$ cat config.mk
export PLATFORM = sky130hd
export DESIGN_NAME = mci_sram_rr_arb_flat
export DESIGN_NICKNAME = d
export VERILOG_FILES = /design/src/rtl/mci_sram_rr_arb_if.sv /design/src/rtl/mci_sram_rr_arb.sv /design/src/flat_wrapper.sv
export SDC_FILE = /design/constraint.sdc
export NUM_CORES = 1
export LEC_CHECK = 0
export ABC_AREA = 1
export CORE_AREA = 2 2 119 121
export DETAILED_ROUTE_END_ITERATION = 12
export DIE_AREA = 0 0 121 123
export GPL_ROUTABILITY_DRIVEN = 0
export PLACE_DENSITY_LB_ADDON = 0.2
export SYNTH_ARGS = -nofsm -noshare
export SYNTH_HDL_FRONTEND = slang
export SYNTH_SLANG_ARGS = --single-unit
export TNS_END_PERCENT = 100
$ cat constraint.sdc
create_clock -name clk -period 2.8 [get_ports clk]
set_input_delay 0.56 -clock clk [delete_from_list [all_inputs] [get_ports clk]]
set_output_delay 0.56 -clock clk [all_outputs]
set_load 0.005 [all_outputs]
$ cat src/rtl/mci_sram_rr_arb_if.sv
// Requester/SRAM bus for the round-robin SRAM arbiter.
// The arbiter takes the slave view; requesters and the SRAM model take the master view.
interface mci_sram_rr_arb_if #(
  parameter int NUM_REQ = 4,
  parameter int ADDR_W  = 10,
  parameter int DATA_W  = 32
);
  localparam int OW = $clog2(NUM_REQ);

  logic [NUM_REQ-1:0]        req_valid;
  logic [NUM_REQ-1:0]        req_we;
  logic [NUM_REQ-1:0]        req_lock;
  logic [NUM_REQ*ADDR_W-1:0] req_addr;
  logic [NUM_REQ*DATA_W-1:0] req_wdata;
  logic [NUM_REQ-1:0]        req_ready;
  logic [NUM_REQ-1:0]        rsp_valid;
  logic [DATA_W-1:0]         rsp_rdata;
  logic                      sram_cs;
  logic                      sram_we;
  logic [ADDR_W-1:0]         sram_addr;
  logic [DATA_W-1:0]         sram_wdata;
  logic [DATA_W-1:0]         sram_rdata;
  logic [OW-1:0]             lock_owner;
  logic                      lock_active;
  logic                      lock_tmo_err;

  modport slave (
    input  req_valid, req_we, req_lock, req_addr, req_wdata, sram_rdata,
    output req_ready, rsp_valid, rsp_rdata, sram_cs, sram_we, sram_addr,
           sram_wdata, lock_owner, lock_active, lock_tmo_err
  );

  modport master (
    output req_valid, req_we, req_lock, req_addr, req_wdata, sram_rdata,
    input  req_ready, rsp_valid, rsp_rdata, sram_cs, sram_we, sram_addr,
           sram_wdata, lock_owner, lock_active, lock_tmo_err
  );
endinterface

$ cat src/rtl/mci_sram_rr_arb.sv
// Round-robin arbiter giving NUM_REQ requesters access to one single-port SRAM.
// A requester may hold the SRAM with req_lock; an idle lock is broken after LOCK_TMO cycles.
// Responses return in order, RD_LAT+1 cycles after the grant.
module mci_sram_rr_arb #(
  parameter int NUM_REQ  = 4,
  parameter int ADDR_W   = 10,
  parameter int DATA_W   = 32,
  parameter int RD_LAT   = 1,
  parameter int LOCK_TMO = 16
) (
  input  logic             clk,
  input  logic             mci_rst,
  mci_sram_rr_arb_if.slave bus
);
  localparam int PW = $clog2(NUM_REQ);
  localparam int CW = $clog2(LOCK_TMO + 1);

  typedef logic [PW-1:0] id_t;
  typedef enum logic {LK_IDLE = 1'b0, LK_HELD = 1'b1} lk_state_e;

  lk_state_e r_lk_state;
  lk_state_e w_lk_next;
  id_t       r_rr_ptr;
  id_t       r_lock_owner;
  logic [CW-1:0] r_idle_cnt;
  logic      r_lock_tmo_err;

  logic              r_sram_cs;
  logic              r_sram_we;
  logic [ADDR_W-1:0] r_sram_addr;
  logic [DATA_W-1:0] r_sram_wdata;

  logic [RD_LAT-1:0]         r_pv;
  logic [RD_LAT-1:0]         r_pwe;
  logic [RD_LAT-1:0][PW-1:0] r_pid;
  logic [NUM_REQ-1:0]        r_rsp_valid;
  logic                      r_rsp_we;

  logic [NUM_REQ-1:0] w_grant;
  logic               w_hs;
  id_t                w_hs_id;
  id_t                w_scan_id;
  logic               w_found;
  logic               w_lock_sel;
  logic               w_tmo;

  function automatic id_t inc_id(input id_t x);
    return (32'(x) == NUM_REQ - 1) ? '0 : id_t'(32'(x) + 1);
  endfunction

  // Grant: owner-only while locked, otherwise first valid at or above rr_ptr (wrapping).
  always_comb begin
    w_grant   = '0;
    w_hs      = 1'b0;
    w_hs_id   = '0;
    w_scan_id = '0;
    w_found   = 1'b0;
    if (!mci_rst) begin
      if (r_lk_state == LK_HELD) begin
        if (bus.req_valid[r_lock_owner]) begin
          w_grant[r_lock_owner] = 1'b1;
          w_hs    = 1'b1;
          w_hs_id = r_lock_owner;
        end
      end else begin
        for (int unsigned k = 0; k < NUM_REQ; k++) begin
          w_scan_id = id_t'((32'(r_rr_ptr) + k) % NUM_REQ);
          if (!w_found && bus.req_valid[w_scan_id]) begin
            w_found            = 1'b1;
            w_grant[w_scan_id] = 1'b1;
            w_hs               = 1'b1;
            w_hs_id            = w_scan_id;
          end
        end
      end
    end
  end

  assign w_lock_sel = bus.req_lock[w_hs_id];

  // Lock FSM state register.
  always_ff @(posedge clk or posedge mci_rst) begin
    if (mci_rst) r_lk_state <= LK_IDLE;
    else         r_lk_state <= w_lk_next;
  end

  // Lock FSM next state; the timeout fires on the idle cycle that would bring the count to LOCK_TMO.
  always_comb begin
    w_lk_next = r_lk_state;
    w_tmo     = 1'b0;
    case (r_lk_state)
      LK_IDLE: begin
        if (w_hs && w_lock_sel) w_lk_next = LK_HELD;
      end
      LK_HELD: begin
        if (w_hs) begin
          if (!w_lock_sel) w_lk_next = LK_IDLE;
        end else if (r_idle_cnt == CW'(LOCK_TMO - 1)) begin
          w_tmo     = 1'b1;
          w_lk_next = LK_IDLE;
        end
      end
      default: w_lk_next = LK_IDLE;
    endcase
  end

  // Round-robin pointer, lock owner, idle counter and timeout pulse.
  always_ff @(posedge clk or posedge mci_rst) begin
    if (mci_rst) begin
      r_rr_ptr       <= '0;
      r_lock_owner   <= '0;
      r_idle_cnt     <= '0;
      r_lock_tmo_err <= 1'b0;
    end else begin
      r_lock_tmo_err <= w_tmo;
      if (w_hs)       r_rr_ptr <= inc_id(w_hs_id);
      else if (w_tmo) r_rr_ptr <= inc_id(r_lock_owner);
      if (w_hs && w_lock_sel) r_lock_owner <= w_hs_id;
      if (r_lk_state == LK_HELD && w_lk_next == LK_HELD && !w_hs)
        r_idle_cnt <= r_idle_cnt + CW'(1);
      else
        r_idle_cnt <= '0;
    end
  end

  // Registered SRAM request; address/data/we hold when no request is issued.
  always_ff @(posedge clk or posedge mci_rst) begin
    if (mci_rst) begin
      r_sram_cs    <= 1'b0;
      r_sram_we    <= 1'b0;
      r_sram_addr  <= '0;
      r_sram_wdata <= '0;
    end else begin
      r_sram_cs <= w_hs;
      if (w_hs) begin
        r_sram_we    <= bus.req_we[w_hs_id];
        r_sram_addr  <= bus.req_addr[32'(w_hs_id)*ADDR_W +: ADDR_W];
        r_sram_wdata <= bus.req_wdata[32'(w_hs_id)*DATA_W +: DATA_W];
      end
    end
  end

  // Owner/we shift pipeline aligned with SRAM read latency, then the response register.
  always_ff @(posedge clk or posedge mci_rst) begin
    if (mci_rst) begin
      r_pv        <= '0;
      r_pwe       <= '0;
      r_pid       <= '0;
      r_rsp_valid <= '0;
      r_rsp_we    <= 1'b0;
    end else begin
      r_pv[0]  <= w_hs;
      r_pwe[0] <= bus.req_we[w_hs_id];
      r_pid[0] <= w_hs_id;
      for (int unsigned s = 1; s < RD_LAT; s++) begin
        r_pv[s]  <= r_pv[s-1];
        r_pwe[s] <= r_pwe[s-1];
        r_pid[s] <= r_pid[s-1];
      end
      r_rsp_valid <= '0;
      if (r_pv[RD_LAT-1]) r_rsp_valid[r_pid[RD_LAT-1]] <= 1'b1;
      r_rsp_we <= r_pwe[RD_LAT-1];
    end
  end

  assign bus.req_ready    = w_grant;
  assign bus.rsp_valid    = r_rsp_valid;
  assign bus.rsp_rdata    = (|r_rsp_valid && !r_rsp_we) ? bus.sram_rdata : '0;
  assign bus.sram_cs      = r_sram_cs;
  assign bus.sram_we      = r_sram_we;
  assign bus.sram_addr    = r_sram_addr;
  assign bus.sram_wdata   = r_sram_wdata;
  assign bus.lock_owner   = r_lock_owner;
  assign bus.lock_active  = (r_lk_state == LK_HELD);
  assign bus.lock_tmo_err = r_lock_tmo_err;
endmodule

$ cat src/flat_wrapper.sv
// flat-port wrapper written by rule: the top's interface ports become plain ports
module mci_sram_rr_arb_flat 
#(
  parameter int NUM_REQ  = 4,
  parameter int ADDR_W   = 10,
  parameter int DATA_W   = 32,
  parameter int RD_LAT   = 1,
  parameter int LOCK_TMO = 16
)
  (clk, mci_rst, bus_req_valid, bus_req_we, bus_req_lock, bus_req_addr, bus_req_wdata, bus_sram_rdata, bus_req_ready, bus_rsp_valid, bus_rsp_rdata, bus_sram_cs, bus_sram_we, bus_sram_addr, bus_sram_wdata, bus_lock_owner, bus_lock_active, bus_lock_tmo_err);
  mci_sram_rr_arb_if #(.NUM_REQ(NUM_REQ), .ADDR_W(ADDR_W), .DATA_W(DATA_W)) bus_i ();
  input  logic clk;
  input  logic mci_rst;
  input wire logic [$bits(bus_i.req_valid)-1:0] bus_req_valid;
  input wire logic [$bits(bus_i.req_we)-1:0] bus_req_we;
  input wire logic [$bits(bus_i.req_lock)-1:0] bus_req_lock;
  input wire logic [$bits(bus_i.req_addr)-1:0] bus_req_addr;
  input wire logic [$bits(bus_i.req_wdata)-1:0] bus_req_wdata;
  input wire logic [$bits(bus_i.sram_rdata)-1:0] bus_sram_rdata;
  output wire logic [$bits(bus_i.req_ready)-1:0] bus_req_ready;
  output wire logic [$bits(bus_i.rsp_valid)-1:0] bus_rsp_valid;
  output wire logic [$bits(bus_i.rsp_rdata)-1:0] bus_rsp_rdata;
  output wire logic [$bits(bus_i.sram_cs)-1:0] bus_sram_cs;
  output wire logic [$bits(bus_i.sram_we)-1:0] bus_sram_we;
  output wire logic [$bits(bus_i.sram_addr)-1:0] bus_sram_addr;
  output wire logic [$bits(bus_i.sram_wdata)-1:0] bus_sram_wdata;
  output wire logic [$bits(bus_i.lock_owner)-1:0] bus_lock_owner;
  output wire logic [$bits(bus_i.lock_active)-1:0] bus_lock_active;
  output wire logic [$bits(bus_i.lock_tmo_err)-1:0] bus_lock_tmo_err;
  assign bus_i.req_valid = bus_req_valid;
  assign bus_i.req_we = bus_req_we;
  assign bus_i.req_lock = bus_req_lock;
  assign bus_i.req_addr = bus_req_addr;
  assign bus_i.req_wdata = bus_req_wdata;
  assign bus_i.sram_rdata = bus_sram_rdata;
  assign bus_req_ready = bus_i.req_ready;
  assign bus_rsp_valid = bus_i.rsp_valid;
  assign bus_rsp_rdata = bus_i.rsp_rdata;
  assign bus_sram_cs = bus_i.sram_cs;
  assign bus_sram_we = bus_i.sram_we;
  assign bus_sram_addr = bus_i.sram_addr;
  assign bus_sram_wdata = bus_i.sram_wdata;
  assign bus_lock_owner = bus_i.lock_owner;
  assign bus_lock_active = bus_i.lock_active;
  assign bus_lock_tmo_err = bus_i.lock_tmo_err;
  mci_sram_rr_arb #(.NUM_REQ(NUM_REQ), .ADDR_W(ADDR_W), .DATA_W(DATA_W), .RD_LAT(RD_LAT), .LOCK_TMO(LOCK_TMO)) u_core (.clk(clk), .mci_rst(mci_rst), .bus(bus_i));
endmodule
; ---- Word-level counts from Yosys, hierarchy flattened
; Cells that the tools add are included.
[classes]
add_sub_neg = 6
n_mul = 1
magnitude_cmp = 13
eq_ne = 3
n_shift = 2
muxes = 76
bitwise_logic = 4
n_reduce_logical = 20
[ops]
columns = op, n
row1 = $shiftx A128 B8 Y32, 1
row2 = $mux W4, 14
row3 = $shiftx A40 B7 Y10, 1
row4 = $mux W1, 35
row5 = $mux W32, 1
row6 = $mux W2, 11
row7 = $lt A2 B3 Y1 const B, 7
row8 = $bmux W1 S2, 7
row9 = $logic_and A1 B1 Y1, 13
row10 = $demux W1 S2, 6
row11 = $ge A2 B1 Y1 const B, 6
row12 = $or A4 B4 Y4, 3
row13 = $add A2 B1 Y2 const B, 3
row14 = $add A5 B1 Y5 const B, 1
row15 = $eq A5 B4 Y1 const B, 1
row16 = $logic_not A1 Y1, 5
row17 = $mul A2 B3 Y5 const B, 1
row18 = $mux W5, 1
row19 = $add A2 B2 Y2 const B, 2
row20 = $eq A2 B2 Y1 const B, 2
row21 = $reduce_or A4 Y1, 1
row22 = $pmux W1 S2, 1
row23 = $reduce_bool A2 Y1, 1
row24 = $not A1 Y1, 1
[word_totals]
regBits = 63
inputBits = 214
out_inout_bits = 88
word_cells = 138

; ---- Longest topological paths before layout
; Gate-level depths: netlist (run 1).
[depth]
ltp_word = 28
depth_mapped = 18
mapped_depth_nobuf = 17

; ---- Worst setup path before layout (run 1)
; OpenSTA, ideal clock, no wires.
[synth_timing]
kind = input-to-reg
from = in mci_rst
to = reg u_core.r_sram_addr[0] (netlist: u_core.bus.sram_addr[0])
setup_ns = 0.135
t_arrival_ns = 3.029
t_required_ns = 2.665
slack_ns = -0.364
stages = 6
path_buffers = 2
path_cell_list = inv_1 > o21ai_2 > inv_2 > buf_2 > clkbuf_1 > a31oi_1
[synth_via]
elab_chain_cells = 3
word_cells_on_any_way = 4
cone_classes = mul: 1 / shift: 1 / mux: 2
[synth_rtl]
columns = element, line
row1 = from (decl), flat_wrapper.sv:13  ; input logic mci_rst;
row2 = $mux W2, mci_sram_rr_arb.sv:58  ; if (!mci_rst) begin
row3 = $mul A2 B3 Y5, mci_sram_rr_arb.sv:137  ; r_sram_addr <= bus.req_addr[32'(w_hs_id)*ADDR_W +: ADDR_W];
row4 = $shiftx A40 B7 Y10, mci_sram_rr_arb.sv:137
row5 = to (signal assigned), mci_sram_rr_arb.sv:137
row6 = to (decl), mci_sram_rr_arb.sv:30  ; logic [ADDR_W-1:0] r_sram_addr;
; Several ways; a longest one is shown, not always the timed one.
; A chain may end at the register's enable or synchronous reset.

; ---- Worst setup path after layout (run 1)
[layout_timing]
from = reg u_core.r_rr_ptr[0]
to = out bus_req_ready[2]
[layout_via]
elab_chain_cells = 20
word_cells_on_any_way = 61
cone_classes = add/sub: 3 / order compare: 8 / mux: 37 / bitwise: 3 / reduce/logical: 10
[layout_rtl]
columns = element, line
row1 = from (decl), mci_sram_rr_arb.sv:23  ; id_t r_rr_ptr;
row2 = from (signal assigned), mci_sram_rr_arb.sv:116  ; if (w_hs) r_rr_ptr <= inc_id(w_hs_id);
row3 = from (signal assigned), mci_sram_rr_arb.sv:117  ; else if (w_tmo) r_rr_ptr <= inc_id(r_lock_owner);
row4 = "parallel branches: the longest is 17 deep, another holds $lt A2 B3 Y1", --
row5 = $mux W4 (*), mci_sram_rr_arb.sv:68  ; if (!w_found && bus.req_valid[w_scan_id]) begin
row6 = $mux W4 (*), mci_sram_rr_arb.sv:59  ; if (r_lk_state == LK_HELD) begin
row7 = $mux W4 (*), mci_sram_rr_arb.sv:58
row8 = to (decl), flat_wrapper.sv:20  ; output wire logic [$bits(bus_i.req_ready)-1:0] bus_req_ready;
; Every way passes the cells marked *. The select of a mux whose other input is x is not followed.

==> parameters.txt, run 1 <==
Parameter                              Value

Setup path
  Worst-path cell chain    clkinv_4 -> ha_4 -> inv_4 -> nand2_1 -> nand2_2 -> nor2_4 -> buf_4 -> buf_4 -> a31oi_4 -> o21ai_4 -> a22oi_2 -> nor2_1 -> clkbuf_2
  Largest delay share family, worst path    buffers and inverters
  Required time of the critical path    roughly 2.2 ns
  Most frequent cell on the critical path    buf_4
  Nature of the critical path startpoint    register
  Crit path kind    register to output pin
  Slowest stage delay, CP    between 0.4 and 0.5 ns
  CP Buf/Inv Count    5
  Library cell contributing the largest single delay on the critical path    dfrtp_1
  Critical Path AT    roughly 2.2 ns
  Crit. End Element    output pin
  CP max FO    6

Global route
  Number of antenna violations at the first check in global routing    0
  Met3 Usage GRT    under 10%
  Met2 Use GR    between 40% and 50%
  Global-route wire length before repair    ~26 mm
  Overall overflow remaining after global route    0
  Maximum number of pins on one net before global-route repair    83
  GR peak layer    met2
  Gr usage total    roughly 22%
  Met1 track demand over resource    ~25%
  Vias in the first global route    ~5200

Synthesis
  Count of distinct cell types in the synthesized netlist    33
  Leading cell types by total area after synthesis    dfrtp_1, nor2_1, inv_1
  Cells after Synth    686
  Most used flip-flop cell after synthesis    dfrtp_1
  Sequential fraction of the synthesis area    about a third
  Most common cell in the synthesized netlist    nor2_1
  Number of storage elements in the synthesis netlist    63
  Area share of the leading cell type in the synthesized netlist    34.1%
  Mean cell area of the mapped netlist    6.73 µm²
  EDFF count, synth    0
  Cell type with the largest total area after synthesis    dfrtp_1
  Post-Syn Nets    914
  Most numerous cell types in the synthesized netlist    nor2_1, inv_1, dfrtp_1
  Netlist area before placement    about 4600 µm²
  Yosys warns    0
  Proportion of register bits with asynchronous set or reset after synthesis    100%

Clocking
  Maximum buffer depth of the clock tree    2
  Root Buffer Master    clkbuf_16
  Clock tree from TritonCTS    built
  Clock sink count    63
  CTS hold repair buffers    0
  TritonCTS Buffers    9
  Clock-pin slew on the worst setup and hold paths    about 0.050 ns
  Clock Latency Late Sink    approximately 0.33 ns
  Count of H-tree levels built during CTS    3

Placement
  Number of I/O port buffers    between 300 and 400
  Cell area reported after detailed placement    roughly 8100 µm²
  Pre-CTS WS    -0.403 ns
  Hpwl dp    roughly 13 mm

Final layout
  Antenna diodes    0
  Final design utilization    a little over three fifths
  Final Instance Area    8540 µm²
  Total of fill cells in the finished design    1240
  Fraction of final layout cells sized beyond drive strength 1    ~11%
  Area Growth Syn to Fin    85.0%
  NumNets Final    approximately 1200

STA
  Transition at the pin with the smallest max-transition slack    roughly 0.7 ns
  Part of the cycle the worst path needs    99.6%
  Time the final worst path needs with I/O delays and setup    between 2 and 3 ns
  Max-slew headroom at the worst pin    a little over half
  Count of final setup violators    0
  Final worst-path setup slack    roughly 0.011 ns
  Final Skew    ~0.0065 ns
  Setup repair after global routing missed its margin    true
  Total count of hold-check failures in the final report    0
  Max Fclk    around 0.36 GHz
  Final number of max-transition violations    0

Floorplanning
  Area of the placeable core    approximately 14000 µm²
  Number of primary I/O pins    between 300 and 400
  Horizontal extent of the die    roughly 120 µm
  Chip Height    123 µm
  Initial core utilization    between 30% and 40%
  # rows    43
  Floorplan die area    approximately 15000 µm²

Power and ir drop
  Power density normalized to cell area    about 900 nW/µm²
  Portion of total power attributed to combinational logic    66.0%
  Power share of the sequential group    20.1%
  Sw Pwr    0.00321 W
  Worst IR Drop VDD    0.363 mV
  Proportion of power drawn by the clock network    between 10% and 20%
  Internal portion of total power    0.00458 W
  Switch share    41.2%
  Static leakage power    between 3 and 4 nW

Routing
  Count of TritonRoute iterations in the first routing pass    6
  Total vias in the final route    about 5600
  Violation count after the first detailed-route iteration    245
  Antenna Violating Nets Remaining    0
  Detailed-route vias per instance    roughly 4.7
  # DRC    0
  Routed wire per std cell    about 15 µm
  Routed WL    17.5 mm

Job
  Maximum Capacitance Violations    0

Hold path
  Classification of the worst-slack hold path    register to register

Outcome
  Outcome    finished clean
==> path summary, 6_finish.rpt <==
check | startpoint | end | slack [ns] | depth (start not counted)
max reg2reg | u_core.r_rr_ptr[0] | u_core.bus.sram_wdata[2] | 0.17 | 17
max in group asynchronous | mci_rst | u_core.bus.sram_wdata[13] | 1.25 | 3
min in group asynchronous | mci_rst | u_core.bus.sram_addr[6] | 0.84 | 3
max | u_core.r_rr_ptr[0] | bus_req_ready[2] | 0.01 | 13
min | u_core.r_pwe | u_core.r_rsp_we | 0.35 | 0
min reg2reg | u_core.r_pwe | u_core.r_rsp_we | 0.35 | 0
==> kinds of logic after synthesis <==
| group | count (synthesis) | share of synthesized area (%) |
|---|---|---|
| buffers and inverters | 145 | 13.6 |
| and+or+nand+nor | 263 | 23.9 |
| AOI/OAI and AO/OA | 200 | 24.4 |
| DFF | 63 | 34.1 |
| xor gates and xnor gates | 1 | 0.190 |
| adders and majority gates | 14 | 3.79 |
==> power groups by stage <==
| stage | Combinational, W | Sequential, W | Clock, W |
|---|---|---|---|
| floorplan | 0.00240 | 0.00158 | 0 |
| CTS | 0.00478 | 0.00157 | 0.00111 |
| global route | 0.00561 | 0.00162 | 0.00115 |
| global placement | 0.00457 | 0.00155 | 0 |
| finish | 0.00514 | 0.00156 | 0.00109 |
| detailed placement | 0.00461 | 0.00158 | 0 |
==> sequential cells by signal (all words and copies together) (netlist names) <==
register	cells
u_core.r_idle_cnt	5
u_core.bus.sram_we	1
u_core.bus.rsp_valid	4
u_core.r_pwe	1
u_core.r_pid	2
u_core.r_rr_ptr	2
u_core.r_rsp_we	1
u_core.bus.sram_cs	1
u_core.bus.sram_wdata	32
u_core.bus.lock_active	1
u_core.bus.lock_owner	2
u_core.bus.sram_addr	10
u_core.bus.lock_tmo_err	1
==> layout by cell type, fill, tap and decap left out, types with 3 or more instances in the layout <==
cell,netlist,final
o21ai_0,36,33
buf_12,0,11
ha_1,14,13
a31oi_1,45,43
dfrtp_1,63,63
nand3_2,2,4
buf_6,8,3
nand2_2,10,15
inv_1,99,96
clkbuf_16,0,9
nand3_1,20,18
o21ai_1,60,62
inv_2,5,6
a21oi_1,45,45
a22oi_1,6,4
buf_4,1,36
a21oi_4,3,3
dlygate4sd2_1,0,4
nand2_1,47,42
nor3_1,4,4
nor2_1,171,170
nand2_4,3,3
clkdlybuf4s50_1,0,293
==> per-layer routing <==
layer	wire length, µm	vias to the layer above	part of all wire [%]
met5	0	-	0
met4	422	0	2.4
met3	1470	30	8.4
met2	9080	249	52
met1	6550	2461	37
li1	-	2873	-
==> cell type report <==
| class | instances | area [µm²] | share of cell area, % |
|---|---|---|---|
| Timing Repair Buffer | 351 | 3510 | 41.1 |
| Multi-Input combinational cell | 478 | 2540 | 29.7 |
| Sequential cell | 63 | 1580 | 18.5 |
| Inverter | 105 | 405 | 4.75 |
| Clock buffer | 10 | 239 | 2.80 |
| Tap cell | 180 | 225 | 2.64 |
| Clock inverter | 4 | 47.5 | 0.557 |
==> stage by stage <==
| stage | TNS (ns) | hold slack [ns] | cells | power [W] |
|---|---|---|---|---|
| floorplan | 0 | 0.331 | 686 | 0.00398 |
| global route | -0.257 | 0.368 | 1191 | 0.00839 |
| finish | 0 | 0.347 | 1191 | 0.00779 |
| detailed placement | -6.86 | 0.336 | 1166 | 0.00619 |
| CTS | -0.0830 | 0.347 | 1183 | 0.00745 |
| global placement | -5.00 | 0.335 | 1166 | 0.00612 |
==> repair_timing <==
action                     in CTS  in global routing
gates resized for setup        20                 29
setup buffers                   3                  8
setup endpoints to repair       4                  4
pin swaps                       5                 10
(Power assumes the default switching activity.)
==> inputs of run 2 (changes only) <==
SLEW_MARGIN = 30   (was default)
==> results of run 2 <==
No change in the layout: final DEF, timing and power equal those of run 1.
